--- config.mk ---
export PLATFORM = sky130hd
export DESIGN_NAME = operand_entry
export DESIGN_NICKNAME = d
export VERILOG_FILES = /design/src/rtl/calc_pkg.sv /design/src/rtl/button_debounce.sv /design/src/rtl/operand_entry.sv
export SDC_FILE = /design/constraint.sdc
export NUM_CORES = 1
export LEC_CHECK = 0
export BUFFER_PORTS_ARGS = -buffer_cell sky130_fd_sc_hd__buf_2
export CORE_AREA = 2 2 103 105
export DETAILED_ROUTE_END_ITERATION = 16
export DIE_AREA = 0 0 105 107
export GPL_ROUTABILITY_DRIVEN = 0
export GPL_TIMING_DRIVEN = 0
export PLACE_DENSITY_LB_ADDON = 0.3
export SYNTH_ARGS = -nofsm -noshare
export SYNTH_HDL_FRONTEND = slang
export SYNTH_HIERARCHICAL = 1
export SYNTH_SLANG_ARGS = --single-unit
--- constraint.sdc ---
create_clock -name clk -period 1.7 [get_ports clk]
set_clock_uncertainty 0.2 [all_clocks]
set_input_delay 0.34 -clock clk [delete_from_list [all_inputs] [get_ports clk]]
set_output_delay 0.34 -clock clk [all_outputs]
set_load 0.005 [all_outputs]
--- src/rtl/calc_pkg.sv ---
// Shared definitions for the calculator datapath: operand width and the
// one-hot entry-state encodings consumed by both entry and Calculate stages.
package calc_pkg;

   localparam int OPERAND_W = 8;

   typedef enum logic [2:0] {
      ST_ENTER_A = 3'b001,
      ST_ENTER_B = 3'b010,
      ST_SHOW    = 3'b100
   } entry_state_e;

endpackage

--- src/rtl/button_debounce.sv ---
// Pushbutton conditioner: 2-FF synchronizer, counting debouncer and a
// single-cycle pulse on each accepted press (rising debounced level).
module button_debounce #(
   parameter int DEBOUNCE_CYCLES = 250000
) (
   input  logic clk,
   input  logic rst_n,
   input  logic btn,
   output logic pulse
);

   localparam int CNT_W = $clog2(DEBOUNCE_CYCLES + 1);
   localparam logic [CNT_W-1:0] CNT_LAST = CNT_W'(DEBOUNCE_CYCLES - 1);

   logic             sync_p0;
   logic             sync_p1;
   logic             level;
   logic             level_d;
   logic [CNT_W-1:0] cnt;

   // level flips once the synced input has disagreed for DEBOUNCE_CYCLES samples
   always_ff @(posedge clk or negedge rst_n) begin
      if (!rst_n) begin
         sync_p0 <= 1'b0;
         sync_p1 <= 1'b0;
         level   <= 1'b0;
         level_d <= 1'b0;
         cnt     <= '0;
      end else begin
         sync_p0 <= btn;
         sync_p1 <= sync_p0;
         level_d <= level;
         if (sync_p1 == level) begin
            cnt <= '0;
         end else if (cnt == CNT_LAST) begin
            level <= ~level;
            cnt   <= '0;
         end else begin
            cnt <= cnt + CNT_W'(1);
         end
      end
   end

   assign pulse = level & ~level_d;

endmodule

--- src/rtl/operand_entry.sv ---
// Operand entry sequencer: captures two switch operands on advance presses
// and exposes them with the one-hot entry state to the Calculate stage.
module operand_entry
   import calc_pkg::*;
#(
   parameter int DEBOUNCE_CYCLES = 250000
) (
   input  logic                 clk,
   input  logic                 rst_n,
   input  logic                 btnr,
   input  logic                 btnl,
   input  logic [OPERAND_W-1:0] sw,
   output logic [OPERAND_W-1:0] num1,
   output logic [OPERAND_W-1:0] num2,
   output logic [2:0]           state,
   output logic                 result_valid
);

   logic         adv_pulse;
   logic         clr_pulse;
   entry_state_e st;

   button_debounce #(.DEBOUNCE_CYCLES(DEBOUNCE_CYCLES)) u_adv (
      .clk   (clk),
      .rst_n (rst_n),
      .btn   (btnr),
      .pulse (adv_pulse)
   );

   button_debounce #(.DEBOUNCE_CYCLES(DEBOUNCE_CYCLES)) u_clr (
      .clk   (clk),
      .rst_n (rst_n),
      .btn   (btnl),
      .pulse (clr_pulse)
   );

   // clear has priority over advance when both pulses land together
   always_ff @(posedge clk or negedge rst_n) begin
      if (!rst_n) begin
         st           <= ST_ENTER_A;
         num1         <= '0;
         num2         <= '0;
         result_valid <= 1'b0;
      end else if (clr_pulse) begin
         st           <= ST_ENTER_A;
         num1         <= '0;
         num2         <= '0;
         result_valid <= 1'b0;
      end else begin
         case (st)
            ST_ENTER_A: begin
               if (adv_pulse) begin
                  num1 <= sw;
                  st   <= ST_ENTER_B;
               end
            end
            ST_ENTER_B: begin
               if (adv_pulse) begin
                  num2         <= sw;
                  st           <= ST_SHOW;
                  result_valid <= 1'b1;
               end
            end
            ST_SHOW: begin
               if (adv_pulse) begin
                  st           <= ST_ENTER_A;
                  result_valid <= 1'b0;
               end
            end
            default: begin
               st           <= ST_ENTER_A;
               result_valid <= 1'b0;
            end
         endcase
      end
   end

   assign state = st;

endmodule
==> results of run 1 <==
-- kinds of logic after synthesis --
family,after synthesis,synth area share (%)
and+or+nand+nor,122,22.3
DFF,64,53.7
AOI/OAI and AO/OA,33,8.05
xor gates and xnor gates,22,6.45
muxes,18,6.12
buffers and inverters,12,2.51
adders and majority gates,2,0.838
-- critical path, stage by stage, from the launching register on --
cell and delay [ps]:
dfrtp_1 430, and4_4 270, nand2_1 130, or4_1 550, a21oi_2 140
-- placed cells by master (no fill, tap or decap), types with 9 or more instances in the layout --
cell      Yosys  routed
buf_6         2      11
clkbuf_8      0       9
nand2_1      16      11
dfrtp_2       0      10
buf_4         2      21
dfrtp_1      63      53
mux2i_1      16      16
nand3_1      17      11
nor2_1       42      27
nor2_2        0      15
xor2_1       18      18
a21oi_2       0      10
buf_2         0      30
-- where the power goes --
group          internal, mW  total (mW)  switching, mW
combinational        0.0711       0.153         0.0821
sequential             1.54        1.56         0.0176
clock                 0.669        1.26          0.594
total                  2.28        2.97          0.693
-- worst paths after layout --
check                                    from            end  depth (start not counted)
min in group asynchronous               rst_n  u_clr/sync_p0                          2
worst min register to register  u_adv/sync_p0  u_adv/sync_p1                          0
max in group asynchronous               rst_n   u_adv/cnt[7]                          2
worst min-delay path                    sw[5]        num2[5]                          3
worst max register to register   u_clr/cnt[8]  u_clr/cnt[15]                          4
worst max-delay path             u_clr/cnt[8]  u_clr/cnt[15]                          4
-- sequential cells by signal (all words and copies together), names as in the netlist, 3 cells and up --
name       cells
u_adv/cnt     18
u_clr/cnt     18
num1           8
num2           8
state          3
-- per-layer routing --
| layer | global-route usage, % | up-vias | part of all wire (%) |
|---|---|---|---|
| li1 | - | 1117 | - |
| met1 | 14.1 | 1151 | 46 |
| met2 | 19.9 | 24 | 51 |
| met3 | 3.53 | 7 | 2.8 |
| met4 | 3.90 | 0 | 0.73 |
| met5 | 0 | - | 0 |
-- layout make-up --
type | count | area share, %
Sequential cell | 64 | 39.9
Multi-Input combinational cell | 197 | 39.0
Timing Repair Buffer | 61 | 10.3
Tap cell | 136 | 4.20
Clock buffer | 10 | 3.15
Buffer | 8 | 1.67
Clock inverter | 6 | 1.48
Inverter | 4 | 0.371
-- metrics by stage --
step | area [um^2] | power, mW
floorplan | 3030 | 1.63
global placement | 3360 | 1.68
detailed placement | 3360 | 1.68
CTS | 3800 | 3.00
global route | 4050 | 3.10
finish | 4050 | 2.97
-- what timing repair did --
action | CTS | global route
hold buffers | 3 | 0
gates cloned | 1 | 1
endpoints found under the setup margin | 54 | 55
endpoints found under the hold margin | 65 | 0
pin swaps | 11 | 13
gates resized for setup | 33 | 43
setup buffers | 15 | 10
==> flow_summary.yaml, run 1 <==
timing:
  whs_ps: 53.7
  slew_viol_final: 0
  worst_pin_slew_ps: 815
  tns_ps: -1250
  max_freq_mhz: 561
  hold_viol: 0
  slew_headroom_pct: 45.6
  rsz0062_at_grt: "true"
  period_share_pct: 105
  worst_slack_ps: -83.1
  finalCriticalPeriod_ps: 1780
  setup_viol: 36
placed_design:
  pre_cts_ws_ps: -301
  dp_cells: 440
  io_buffers: 31
  place_hpwl_um: 3970
floorplanning:
  io_pins: 32
  die_area_mm2: 0.0112
  rows: 37
  die_w_um: 105
  fp.dieH_um: 107
  core_mm2: 0.0101
  initial_core_util_pct: 29.6
worst_setup_path:
  endpoint_kind: "register"
  reg2reg_slack_ps: -80
  cp.arrival_ps: 1860
  cp-start-kind: "register"
  crit_type: "reg2reg"
  crit_required_ps: 1770
  worstPathMaxFanout: 6
synth:
  avgSynthCellArea_um2: 10.9
  ys_seq_elements: 64
  syn_nets: 287
  yosys.area.top_type: "dfrtp_1"
  yosys_warnings: 6
  yosysSeqAreaShare_pct: 53.7
  ys.flop_type: "dfrtp_1"
  yosys-top-cells-area: "dfrtp_1 53%, mux2i_1 5.4%, nor2_1 5.3%, xor2_1 5.3%, nand3_1 2.8%"
  synth_cells: 273
  async_flop_share_pct: 100
  yosysMostFrequentCell: "dfrtp_1"
  synth-edff-count: 0
  synth_top_area_share_pct: 52.8
  syn-cell-area_mm2: 0.00299
  synth_cell_types: 39
  ys_top_cells_by_count: "63 x dfrtp_1, 42 x nor2_1, 18 x xor2_1, 17 x nand3_1"
route:
  routed_wl_um: 6460
  drc: 0
  ant_nets: 0
  drtIter0Drc: 93
  route.vias.total: 2299
  drt_first_pass_iters: 4
  vias_per_cell: 4.73
  wl_per_cell_um: 13.3
hold_path:
  min_path_type: "in2reg"
pwr:
  leakagePower_nw: 1.75
  peakVddDrop_mv: 0.399
  pwr_density_cell_mw_per_mm2: 734
final_layout:
  drive_above_1_share_pct: 43.4
  area_growth_pct: 35.7
  n_antenna_cell: 0
  fin_cells: 486
  multiInputGateArea_mm2: 0.00158
  finish.net_count: 359
  utilization_pct: 40.1
  ff_latch_area_mm2: 0.00162
  fill_cells: 1039
grt:
  grt_max_degree: 65
  antenna_found_initial: 0
  grt_pass1_vias: 2303
  grt_pass1_wl_um: 10600
  grt-ovfl-total: 0
  grt_usage_pct: 11.7
clocking:
  cts_tree: "yes"
  htree_levels: 3
  cts_buffers: 9
  cts-root-buf: "clkbuf_8"
  insertion_delay_ps: 350
  clockBufferDepth: 2
  cts.sink_count: 64
  path_clk_slew_ps: 70
outcome:
  violations: "setup timing"
  status: "finished with violations"
job:
  drv_cap: 0
(Power assumes the default switching activity.)
==> run 2: changes to the inputs <==
- PLACE_DENSITY_LB_ADDON: 0.3 -> default
==> run 2 against run 1 <==
Against the previous run: the run still ends with setup timing left; critical path depth is 2 higher; via count is 2.6% higher; worst setup slack worse by 27 ps; sequential share of layout area is 0.70 points lower; fmax is 1.5% lower; critical path type unchanged; critical endpoint is now u_adv/cnt[6]; largest power group unchanged; highest routed layer unchanged.
==> flow_summary.yaml, run 2 (same netlist as run 1, synthesis figures left out) <==
worst_setup_path:
  crit_type: "reg2reg"
  endpoint_kind: "register"
  cp.arrival_ps: 1830
  crit_start: "u_adv/cnt[8]"
  cp-start-kind: "register"
  r2r-start: "u_adv/cnt[8]"
  worstPathMaxFanout: 5
  crit_required_ps: 1720
floorplanning:
  die_area_mm2: 0.0112
  die_w_um: 105
  io_pins: 32
  core_mm2: 0.0101
  rows: 37
  fp.dieH_um: 107
  initial_core_util_pct: 29.6
grt:
  grt_pass1_vias: 2279
  grt_max_degree: 65
  top_usage_layer: "met2"
  grt_use_met3_pct: 3.83
  grt_pass1_wl_um: 10700
  grt_usage_pct: 11.6
  antenna_found_initial: 0
  grt-ovfl-total: 0
  use_met2_pct: 19.7
  grt_util_met1_pct: 14.4
route:
  vias_per_cell: 4.80
  ant_nets: 0
  wl_per_cell_um: 13.3
  drc: 0
  route.vias.total: 2358
  drtIter0Drc: 99
  drt_first_pass_iters: 4
  routed_wl_um: 6540
pwr:
  p_int_mw: 2.47
  pwr_density_cell_mw_per_mm2: 773
  p_total_mw: 3.19
  p_clk_share_pct: 46.6
  leakagePower_nw: 1.80
  peakVddDrop_mv: 0.515
  combPwrFrac_pct: 4.5
  power.share.sequential_pct: 48.8
  switching_share_pct: 22.4
  p_sw_uw: 715
clocking:
  htree_levels: 3
  cts_tree: "yes"
  cts-root-buf: "clkbuf_8"
  path_clk_slew_ps: 80
  clockBufferDepth: 2
  insertion_delay_ps: 340
  cts.sink_count: 64
  cts_buffers: 9
timing:
  setup_viol: 35
  worst_slack_ps: -110
  slew_viol_final: 0
  whs_ps: 63.3
  hold_viol: 0
  worst_pin_slew_ps: 792
  rsz0062_at_grt: "true"
  tns_ps: -2010
  finalCriticalPeriod_ps: 1810
  slew_headroom_pct: 47.2
  max_freq_mhz: 552
  period_share_pct: 106
hold_path:
  worstHoldStart: "sw[7]"
  min_path_type: "in2reg"
final_layout:
  area_growth_pct: 38.2
  fill_cells: 1016
  mostFrequentLayoutCells: "52 x dfrtp_1, 32 x nor2_1, 31 x buf_2"
  layout_commonest_cell: "dfrtp_1"
  utilization_pct: 40.9
  fin_cells: 491
  finish.net_count: 364
  n_antenna_cell: 0
  drive_above_1_share_pct: 45.1
  fin_area_mm2: 0.00413
  reg.largest.list: "u_adv/cnt x18, u_clr/cnt x18"
placed_design:
  dp_cells: 440
  pre_cts_ws_ps: -317
  io_buffers: 31
  place_hpwl_um: 3910
  placed_area_mm2: 0.00336
job:
  drv_cap: 0
outcome:
  status: "finished with violations"
  violations: "setup timing"
run 2: changes by cell type in the layout (fill, tap and decap cells not counted), sizes merged:
cell / delta
buf: +5
bufinv: +1
clkinv: -1
run 2: final timing paths:
check | endpoint | slack, ps | depth (start not counted)
setup reg to reg | u_adv/cnt[6] | -110 | 6
min in group asynchronous | u_clr/cnt[1] | 420 | 2
setup / recovery | u_adv/cnt[6] | -110 | 6
max in group asynchronous | u_adv/cnt[8] | 310 | 2
hold reg to reg | u_adv/sync_p1 | 150 | 0
hold / removal | num2[7] | 60 | 3
run 2: per-layer routing:
metal,share of wire [%],wire [um],up-vias
met4,0.38,25,0
met5,0,0,-
li1,-,-,1136
met1,45,2920,1186
met2,52,3410,34
met3,2.8,185,2
run 2: worst max-delay path: stages (launching register included):
cell     delay (ps)
dfrtp_2         440
nor4_4          320
nand2_2         120
o41ai_4         270
buf_4           190
buf_6           110
nor2_1           50
run 2: timing repair:
| item | 4_1_cts | 5_1_grt |
|---|---|---|
| pin swaps | 10 | 13 |
| endpoints found under the hold margin | 65 | 0 |
| buffers inserted | 13 | 18 |
| gates cloned | 0 | 2 |
| hold buffers | 3 | 0 |
| setup endpoints to repair | 54 | 54 |
| gates resized for setup | 31 | 45 |
run 2: power by group through the flow:
| stage | clock network, mW | registers, mW | logic (mW) |
|---|---|---|---|
| floorplan | 0 | 1.58 | 0.0438 |
| global placement | 0 | 1.58 | 0.0974 |
| detailed placement | 0 | 1.59 | 0.0994 |
| CTS | 1.53 | 1.56 | 0.128 |
| global route | 1.60 | 1.56 | 0.162 |
| finish | 1.49 | 1.56 | 0.144 |
run 2: layout make-up:
cell class,instances,area [um^2],area share [%]
buffer,8,67.6,1.64
tap,136,170,4.12
timing repair buffer,66,437,10.6
inverter,4,15.0,0.364
clock inverter,6,92.6,2.24
multi-input combinational,197,1590,38.5
sequential,64,1620,39.2
clock buffer,10,138,3.34
==> run 3: changes to the inputs <==
- CTS_CLUSTER_DIAMETER: default -> 100
- SKIP_LAST_GASP: default -> 1
==> run 3 against run 2 <==
Against the previous run: the flow still finishes with violations (setup timing); global-route usage stayed put; cell count stayed put; wire length hardly changed; die area stayed put; first-iteration DRC count is 3.0% lower; final area hardly changed; worst setup slack better by 3.5 ps; critical path depth stayed put; critical path type unchanged; sequential power hardly changed.
==> flow_summary.yaml, run 3 (same netlist as run 1, synthesis figures left out) <==
clocking:
  cts_tree: "yes"
  cts_buffers: 9
  cts-root-buf: "clkbuf_8"
  path_clk_slew_ps: 80
  insertion_delay_ps: 330
  htree_levels: 3
  cts.sink_count: 64
  clockBufferDepth: 2
worst_setup_path:
  reg2reg_slack_ps: -110
  endpoint_kind: "register"
  crit_required_ps: 1720
  r2r-start: "u_adv/cnt[8]"
  cp.arrival_ps: 1830
  endpoint: "u_adv/cnt[6]"
  crit_start: "u_adv/cnt[8]"
  cp-start-kind: "register"
  reg2reg_depth: 6
  crit_type: "reg2reg"
  worstPathMaxFanout: 5
  regToRegEndpoint: "u_adv/cnt[6]"
floorplanning:
  initial_core_util_pct: 29.6
  die_area_mm2: 0.0112
  die_w_um: 105
  core_mm2: 0.0101
  rows: 37
  io_pins: 32
  fp.dieH_um: 107
route:
  drtIter0Drc: 96
  route.vias.total: 2347
  drc: 0
  routed_wl_um: 6550
  drt_first_pass_iters: 4
  vias_per_cell: 4.78
  wl_per_cell_um: 13.3
  ant_nets: 0
timing:
  hold_viol: 0
  period_share_pct: 106
  slew_headroom_pct: 47.3
  max_freq_mhz: 554
  slew_viol_final: 0
  rsz0062_at_grt: "true"
  tns_ps: -1940
  setup_viol: 36
  worst_pin_slew_ps: 791
  worst_slack_ps: -107
  finalCriticalPeriod_ps: 1810
pwr:
  pwr_density_cell_mw_per_mm2: 773
  leakagePower_nw: 1.80
  p_total_mw: 3.19
  p_clk_share_pct: 46.7
  p_int_mw: 2.47
  switching_share_pct: 22.4
  peakVddDrop_mv: 0.557
  power.share.sequential_pct: 48.9
  combPwrFrac_pct: 4.5
  p_sw_uw: 716
final_layout:
  finish.net_count: 364
  fin_area_mm2: 0.00412
  layout_commonest_cell: "dfrtp_1"
  reg.largest.list: "u_adv/cnt x18, u_clr/cnt x18"
  n_antenna_cell: 0
  area_growth_pct: 38.1
  fin_cells: 491
  fill_cells: 1017
  mostFrequentLayoutCells: "52 x dfrtp_1, 33 x nor2_1, 31 x buf_2"
  drive_above_1_share_pct: 44.8
hold_path:
  worstHoldStart: "sw[7]"
  min_path_type: "in2reg"
outcome:
  violations: "setup timing"
  status: "finished with violations"
grt:
  grt_pass1_wl_um: 10700
  grt_max_degree: 65
  antenna_found_initial: 0
  grt_usage_pct: 11.6
  grt-ovfl-total: 0
  grt_pass1_vias: 2275
placed_design:
  dp_cells: 440
  place_hpwl_um: 3910
  placed_area_mm2: 0.00336
  io_buffers: 31
job:
  drv_cap: 0
## run 3: power by group through the flow
stage                     registers, mW  clock network, mW  logic (mW)
final                              1.56               1.49       0.143
after global routing               1.56               1.60       0.161
after CTS                          1.56               1.53       0.128
after detailed placement           1.59                  0      0.0994
after global placement             1.58                  0      0.0974
after floorplan                    1.58                  0      0.0438
## run 3: timing repair
item                                    in CTS  in global routing
endpoints found under the hold margin       65                  0
gates resized for setup                     29                 46
pin swaps                                   10                 13
setup buffers                               13                 18
endpoints found under the setup margin      54                 54
gates cloned                                 0                  2
hold buffers                                 3                  0
## run 3: worst min-delay path by stage
stage	to	slack (ps)	cells after the start
2_1_floorplan	num1[0]	-160	0
3_3_place_gp	u_clr/sync_p1	130	0
3_5_place_dp	u_clr/sync_p1	130	0
4_1_cts	num2[6]	50	3
5_1_grt	num2[7]	60	3
6_report	num2[7]	60	3
## run 3: through the flow
step / hold WS, ps / setup WS [ps] / utilization (%)
after floorplan: -156 / -26.2 / -
after global placement: 132 / -288 / 33.3
after detailed placement: 135 / -317 / 33.3
after CTS: 49.9 / -137 / 38.0
after global routing: 59.0 / -171 / 40.9
final: 63.5 / -107 / 40.9
## run 3: final cells by class
| type | instances | area (um^2) | area share (%) |
|---|---|---|---|
| inverter | 4 | 15.0 | 0.364 |
| multi-input combinational | 197 | 1590 | 38.5 |
| sequential | 64 | 1620 | 39.2 |
| tap | 136 | 170 | 4.13 |
| timing repair buffer | 66 | 437 | 10.6 |
| buffer | 8 | 67.6 | 1.64 |
| clock inverter | 6 | 92.6 | 2.25 |
| clock buffer | 10 | 138 | 3.34 |
## run 3: critical path, stage by stage (launching register included)
cell and delay [ps]:
dfrtp_2 440, nor4_4 320, nand2_2 120, o41ai_4 270, buf_4 190, buf_6 110
nor2_1 40
## run 3: layer usage
layer / vias up / wire length (um) / global-route usage (%)
li1: 1134 / - / -
met4: 0 / 25 / 2.48
met1: 1182 / 2940 / 14.4
met2: 29 / 3390 / 19.7
met5: - / 0 / 0
met3: 2 / 186 / 3.83
